`src/rtl/gpio_out_pkg.sv`:
```
// Shared register offsets and pulse state encoding for the GPIO output driver.
package gpio_out_pkg;

  localparam logic [31:0] OFS_DATA  = 32'd0;
  localparam logic [31:0] OFS_SET   = 32'd4;
  localparam logic [31:0] OFS_CLR   = 32'd8;
  localparam logic [31:0] OFS_TGL   = 32'd12;
  localparam logic [31:0] OFS_PLEN  = 32'd16;
  localparam logic [31:0] OFS_PULSE = 32'd20;

  // One past the last mapped byte offset.
  localparam logic [31:0] OFS_END   = 32'd24;

  typedef enum logic {IDLE, ACTIVE} pulse_state_t;

endpackage

```
`src/rtl/gpio_pulse_timer.sv`:
```
// One-shot pulse engine: inverts a mask of pins for plen cycles, then reverts.
// mask_next exposes the post-edge mask so the pin flop can update in the same edge.
module gpio_pulse_timer
  import gpio_out_pkg::*;
#(
  parameter int PORT_WIDTH = 16,
  parameter int PCNT_W     = 16
) (
  input  logic                  clk,
  input  logic                  reset,
  input  logic                  trig,
  input  logic [PORT_WIDTH-1:0] trig_mask,
  input  logic [PCNT_W-1:0]     plen,
  output logic [PORT_WIDTH-1:0] mask_out,
  output logic [PORT_WIDTH-1:0] mask_next,
  output logic                  busy
);

  pulse_state_t          state_q, state_d;
  logic [PCNT_W-1:0]     cnt_q, cnt_d;
  logic [PORT_WIDTH-1:0] mask_q, mask_d;
  logic                  busy_q;

  // A new trigger always wins over the running countdown; a degenerate one aborts.
  always_comb begin
    state_d = state_q;
    cnt_d   = cnt_q;
    mask_d  = mask_q;
    if (trig) begin
      if ((trig_mask != '0) && (plen != '0)) begin
        state_d = ACTIVE;
        cnt_d   = plen;
        mask_d  = trig_mask;
      end else begin
        state_d = IDLE;
        cnt_d   = '0;
        mask_d  = '0;
      end
    end else if (state_q == ACTIVE) begin
      if (cnt_q == PCNT_W'(1)) begin
        state_d = IDLE;
        cnt_d   = '0;
        mask_d  = '0;
      end else begin
        cnt_d = cnt_q - PCNT_W'(1);
      end
    end
  end

  always_ff @(posedge clk or posedge reset) begin
    if (reset) begin
      state_q <= IDLE;
      cnt_q   <= '0;
      mask_q  <= '0;
      busy_q  <= 1'b0;
    end else begin
      state_q <= state_d;
      cnt_q   <= cnt_d;
      mask_q  <= mask_d;
      busy_q  <= (state_d == ACTIVE);
    end
  end

  assign mask_out  = mask_q;
  assign mask_next = mask_d;
  assign busy      = busy_q;

endmodule

```
`src/rtl/gpio_out_ctrl.sv`:
```
// Memory-mapped output port driver with DATA/SET/CLR/TGL access, a one-shot
// pulse engine and a registered read-before-write readback path.
module gpio_out_ctrl
  import gpio_out_pkg::*;
#(
  parameter int          PORT_WIDTH = 16,
  parameter logic [31:0] BASE_ADDR  = 32'd8,
  parameter int          PCNT_W     = 16
) (
  input  logic                  clk,
  input  logic                  reset,
  input  logic [31:0]           adress,
  input  logic [31:0]           bus_in,
  input  logic                  we,
  output logic [31:0]           bus_out,
  output logic [PORT_WIDTH-1:0] IO_port,
  output logic                  pulse_busy
);

  logic [31:0]           off;
  logic                  mapped;
  logic                  wr_en;
  logic                  trig;
  logic [PORT_WIDTH-1:0] wdata;
  logic [PORT_WIDTH-1:0] out_reg_q, out_reg_d;
  logic [PCNT_W-1:0]     plen_q, plen_d;
  logic [PORT_WIDTH-1:0] io_q, io_d;
  logic [31:0]           bus_out_q, bus_out_d;
  logic [PORT_WIDTH-1:0] mask_q, mask_next;
  logic                  busy;
  logic                  unused_bus;

  // Addresses below BASE_ADDR wrap to a huge offset and fall outside the map.
  assign off        = adress - BASE_ADDR;
  assign mapped     = (adress[1:0] == 2'b00) && (off < OFS_END);
  assign wr_en      = we && mapped;
  assign trig       = wr_en && (off == OFS_PULSE);
  assign wdata      = bus_in[PORT_WIDTH-1:0];
  assign unused_bus = ^bus_in;

  gpio_pulse_timer #(
    .PORT_WIDTH (PORT_WIDTH),
    .PCNT_W     (PCNT_W)
  ) u_timer (
    .clk       (clk),
    .reset     (reset),
    .trig      (trig),
    .trig_mask (wdata),
    .plen      (plen_q),
    .mask_out  (mask_q),
    .mask_next (mask_next),
    .busy      (busy)
  );

  always_comb begin
    out_reg_d = out_reg_q;
    plen_d    = plen_q;
    if (wr_en) begin
      case (off)
        OFS_DATA: out_reg_d = wdata;
        OFS_SET:  out_reg_d = out_reg_q | wdata;
        OFS_CLR:  out_reg_d = out_reg_q & ~wdata;
        OFS_TGL:  out_reg_d = out_reg_q ^ wdata;
        OFS_PLEN: plen_d    = bus_in[PCNT_W-1:0];
        default:  ;
      endcase
    end
  end

  // Readback samples the registers as they stand before this edge's write.
  always_comb begin
    bus_out_d = '0;
    if (mapped) begin
      case (off)
        OFS_DATA:  bus_out_d = 32'(out_reg_q);
        OFS_PLEN:  bus_out_d = 32'(plen_q);
        OFS_PULSE: bus_out_d = {busy, 31'b0} | 32'(mask_q);
        default:   bus_out_d = '0;
      endcase
    end
  end

  assign io_d = out_reg_d ^ mask_next;

  always_ff @(posedge clk or posedge reset) begin
    if (reset) begin
      out_reg_q <= '0;
      plen_q    <= '0;
      io_q      <= '0;
      bus_out_q <= '0;
    end else begin
      out_reg_q <= out_reg_d;
      plen_q    <= plen_d;
      io_q      <= io_d;
      bus_out_q <= bus_out_d;
    end
  end

  assign IO_port    = io_q;
  assign bus_out    = bus_out_q;
  assign pulse_busy = busy;

endmodule

```
`config.mk`:
```
export PLATFORM = sky130hd
export DESIGN_NAME = gpio_out_ctrl
export DESIGN_NICKNAME = d
export VERILOG_FILES = /design/src/rtl/gpio_out_pkg.sv /design/src/rtl/gpio_pulse_timer.sv /design/src/rtl/gpio_out_ctrl.sv
export SDC_FILE = /design/constraint.sdc
export NUM_CORES = 1
export LEC_CHECK = 0
export CELL_PAD_IN_SITES_DETAIL_PLACEMENT = 1
export CELL_PAD_IN_SITES_GLOBAL_PLACEMENT = 2
export CORE_ASPECT_RATIO = 0.5
export CORE_UTILIZATION = 35
export DETAILED_ROUTE_END_ITERATION = 6
export PLACE_DENSITY_LB_ADDON = 0.1
export SYNTH_ARGS = -nofsm -noshare
export SYNTH_HDL_FRONTEND = slang
export SYNTH_SLANG_ARGS = --single-unit
```
`constraint.sdc`:
```
create_clock -name clk -period 7 [get_ports clk]
set_input_delay 1.05 -clock clk [delete_from_list [all_inputs] [get_ports clk]]
set_output_delay 1.05 -clock clk [all_outputs]
set_load 0.05 [all_outputs]
```
==> results.tsv <==
stage	metric	value	unit
synthesis	Post-synth EDFFs	0	
floorplan	Initial Util	36.6	%
final_layout	Syn-to-layout area delta	20.9	%
worst_hold_path	hold path depth	2	
synthesis	Top FF cell, synth	dfrtp_1	
final_layout	n_diodes	0	
route	DR WL/cell	19.3	um
sta	PnR worst setup slack	2.10	ns
synthesis	Post-synth top cells	dfrtp_1 (98), inv_1 (69), nand2_1 (56), nor2_1 (47), mux2i_1 (36)	
power_and_ir_drop	Peak VDD IR	0.115	mV
clock_network	H-tree depth	3	
floorplan	Die W	189	um
worst_hold_path	hold_sp	u_timer.mask_out[12]$_DFF_PP0_	
floorplan	Rows	33	
placement	post-DP HPWL	12700	um
sta	period utilisation layout	69.9	%
worst_setup_path	startpoint type of the worst setup path	input pin	
clock_network	cts bufs inserted	9	
final_layout	Final Net Count	803	
worst_setup_path	CP required	7.22	ns
clock_network	Worst-Skew Late Latency	0.34	ns
sta	final hold violations	0	
route	drt drc	0	
worst_hold_path	HP Class	register to register	
status	outcome	completed	
worst_setup_path	Reg2Reg Depth	7	
sta	worst-margin pin slew	1.08	ns
clock_network	post_cts resized	0	
clock_network	clk root buf	clkbuf_16	
route	initial drt markers	289	
floorplan	I/O Pins	116	
power_and_ir_drop	Leakage	0.00315	uW
grt	initial antenna violation count	0	
route	first-pass detailed-route iteration total	6	
route	via count	4951	
worst_hold_path	hold worst-path end	bus_out[12]$_DFF_PP0_	
synthesis	Synth Warn #	0	
clock_network	hold buffers post-CTS	0	
synthesis	top cells by area, synth	dfrtp_1 (40%), ha_1 (7.2%), mux2i_1 (5.9%), inv_1 (4.2%), nand2_1 (3.4%)	
worst_setup_path	Worst Setup End Kind	register	
placement	# port buffers	84	
synthesis	Async SR Flop Fraction	100	%
clock_network	number of post-CTS setup repair buffers	0	
worst_setup_path	Top delay family on crit path	simple AND/OR/NAND/NOR gates	
synthesis	Synth Cell Area	6120	um2
worst_setup_path	reg2reg start	u_timer.cnt_q[2]$_DFFE_PP0P_	
route	via/cell ratio	5.31	
run	Max Cap Viol	0	
sta	relative slew slack	27.7	%
sta	worst hold slack	0.562	ns
synthesis	Syn Area/Cell	9.69	um2
worst_setup_path	critical path class	input pin to register	
grt	largest net degree at the start of global routing	67	
floorplan	die area	18000	um2
synthesis	post-synthesis sequential area ratio	40.1	%
grt	gr usage total	20.6	%
final_layout	Fill cells	1887	
worst_setup_path	crit-path cells	clkdlybuf4s50_1 > buf_4 > inv_2 > ha_1 > or4b_1 > o31a_1 > a211oi_1 > or4bb_1 > or4_4 > mux2_4	
synthesis	Synth Instances	631	
worst_setup_path	critical path's slowest cell	or4_4	
synthesis	top-count cell post-synth	dfrtp_1	
grt	vias in the first global route	5127	
sta	FMAX	204	MHz
grt	total grt overflow	0	
placement	GP Congestion	0.841	
worst_setup_path	R2R setup slack	3.40	ns
synthesis	distinct cell type count after synthesis	61	
sta	final number of setup-violating endpoints	0	
worst_setup_path	crit-path max FO	23	
sta	min cycle time layout	4.90	ns
synthesis	post-synth top area cell	dfrtp_1	
power_and_ir_drop	PD cells	162	nW/um2
worst_setup_path	CP peak stage delay	0.62	ns
sta	skew final	0.0113	ns
clock_network	CTS tree	built	
clock_network	Max clock buf depth	2	
final_layout	layout cells sized above 1	8.22	%
route	number of antenna-violating nets in the routed design	0	
clock_network	Clock Pin Slew Worst Setup and Hold Paths	0.07	ns
placement	dpl ws	1.69	ns
sta	Final Max Tran Viols	0	
floorplan	area of the core	16700	um2
sta	RSZ-0062 raised after global routing	false	
worst_setup_path	reg2reg end	IO_port[0]$_DFF_PP0_	
worst_setup_path	Crit path arrival time	5.11	ns
synthesis	#FFs+latches synth	98	
clock_network	Sinks on Clock Net	98	
worst_setup_path	CP bufs+invs	3	
worst_setup_path	CP startpoint	adress[3]	
synthesis	top-area cell type share of the netlist area	40.1	%
sta	setup TNS	0	ns
grt	first-pass GRT wire length	28700	um
floorplan	die height	95.5	um
route	final wirelength	18000	um
## state kept, by name (all words and copies together), names as in the netlist
name,count
IO_port,16
bus_out,17
out_reg_q,16
plen_q,16
u_timer.cnt_q,16
u_timer.mask_out,16
u_timer.state_q,1
## cell usage in the layout, fill, tap and decap left out, types with 4 or more instances in the layout
cell              n
clkbuf_16         9
conb_1           15
mux4_2            9
inv_1            68
nor3_1           15
o31a_1            4
o21ai_0          27
nor2_1           46
a222oi_1         16
clkdlybuf4s50_1  84
dfrtp_1          98
nand2_1          56
buf_4             7
xnor2_1          18
nand4_1           5
a32oi_1           4
mux2i_1          36
mux2_4           10
ha_1             35
a31oi_1           5
mux2_2            6
a22oi_1           9
or3_1             4
nand3_1          23
nor4_1           21
a21oi_1          17
## metrics by stage
step,utilization [%],instances,power (uW),area [um2]
after global routing,44.2,933,1250,7390
after global placement,42.4,917,708,7100
after floorplan,-,645,657,6170
after detailed placement,42.4,917,710,7100
final,44.2,933,1200,7390
after CTS,44.2,933,1220,7390
## tightest hold or removal path, cell delays in order (launching register included)
cell and delay [ns]:
dfrtp_1 0.34, a222oi_1 0.09, nor2_1 0.09
## where the power goes
part           switching (uW)  internal [uW]  total [uW]
logic                    81.5           51.0         133
registers             0.00273            566         566
clock network             214            288         501
total                     295            904        1200
## cell families (layout without fill, tap and decap cells)
logic type	Yosys count	count (layout)	share of synthesized area (%)
AO/OA/AOI/OAI	97	97	11.1
XOR/XNOR	19	19	2.72
adder cells (fa/ha/maj)	35	35	7.16
buffers and inverters	116	177	8.69
flip-flops	98	98	40.1
multiplexers	61	61	12.8
other	1	15	0.0613
AND/OR/NAND/NOR	204	204	17.4
## layer usage
layer,up-vias,part of all wire (%),GRT usage [%]
met5,-,0,0
met4,0,0.85,4.37
met3,10,5.1,3.05
met2,123,44,33.9
met1,2464,50,29.0
li1,2354,-,-
## worst max path at each step
stage                                         end  slack, ns  depth (start not counted)
CTS                 u_timer.cnt_q[10]$_DFFE_PP0P_       2.00                         10
global placement            plen_q[7]$_DFFE_PP0P_       1.77                         10
global route         u_timer.cnt_q[6]$_DFFE_PP0P_       1.74                         10
detailed placement  u_timer.cnt_q[10]$_DFFE_PP0P_       1.69                         10
finish                      plen_q[6]$_DFFE_PP0P_       2.10                         10
floorplan                   plen_q[0]$_DFFE_PP0P_       2.49                         12
## cell type report
class                           instances  area [um2]  share of cell area (%)
Multi-Input combinational cell        431        3200                    43.3
Sequential cell                        98        2450                    33.2
Timing Repair Buffer                   91         893                    12.1
Tap cell                              227         284                    3.84
Inverter                               70         265                    3.59
Clock buffer                           12         246                    3.33
Clock inverter                          4        51.3                   0.694
Note: power is estimated with default switching activity, not from simulation.
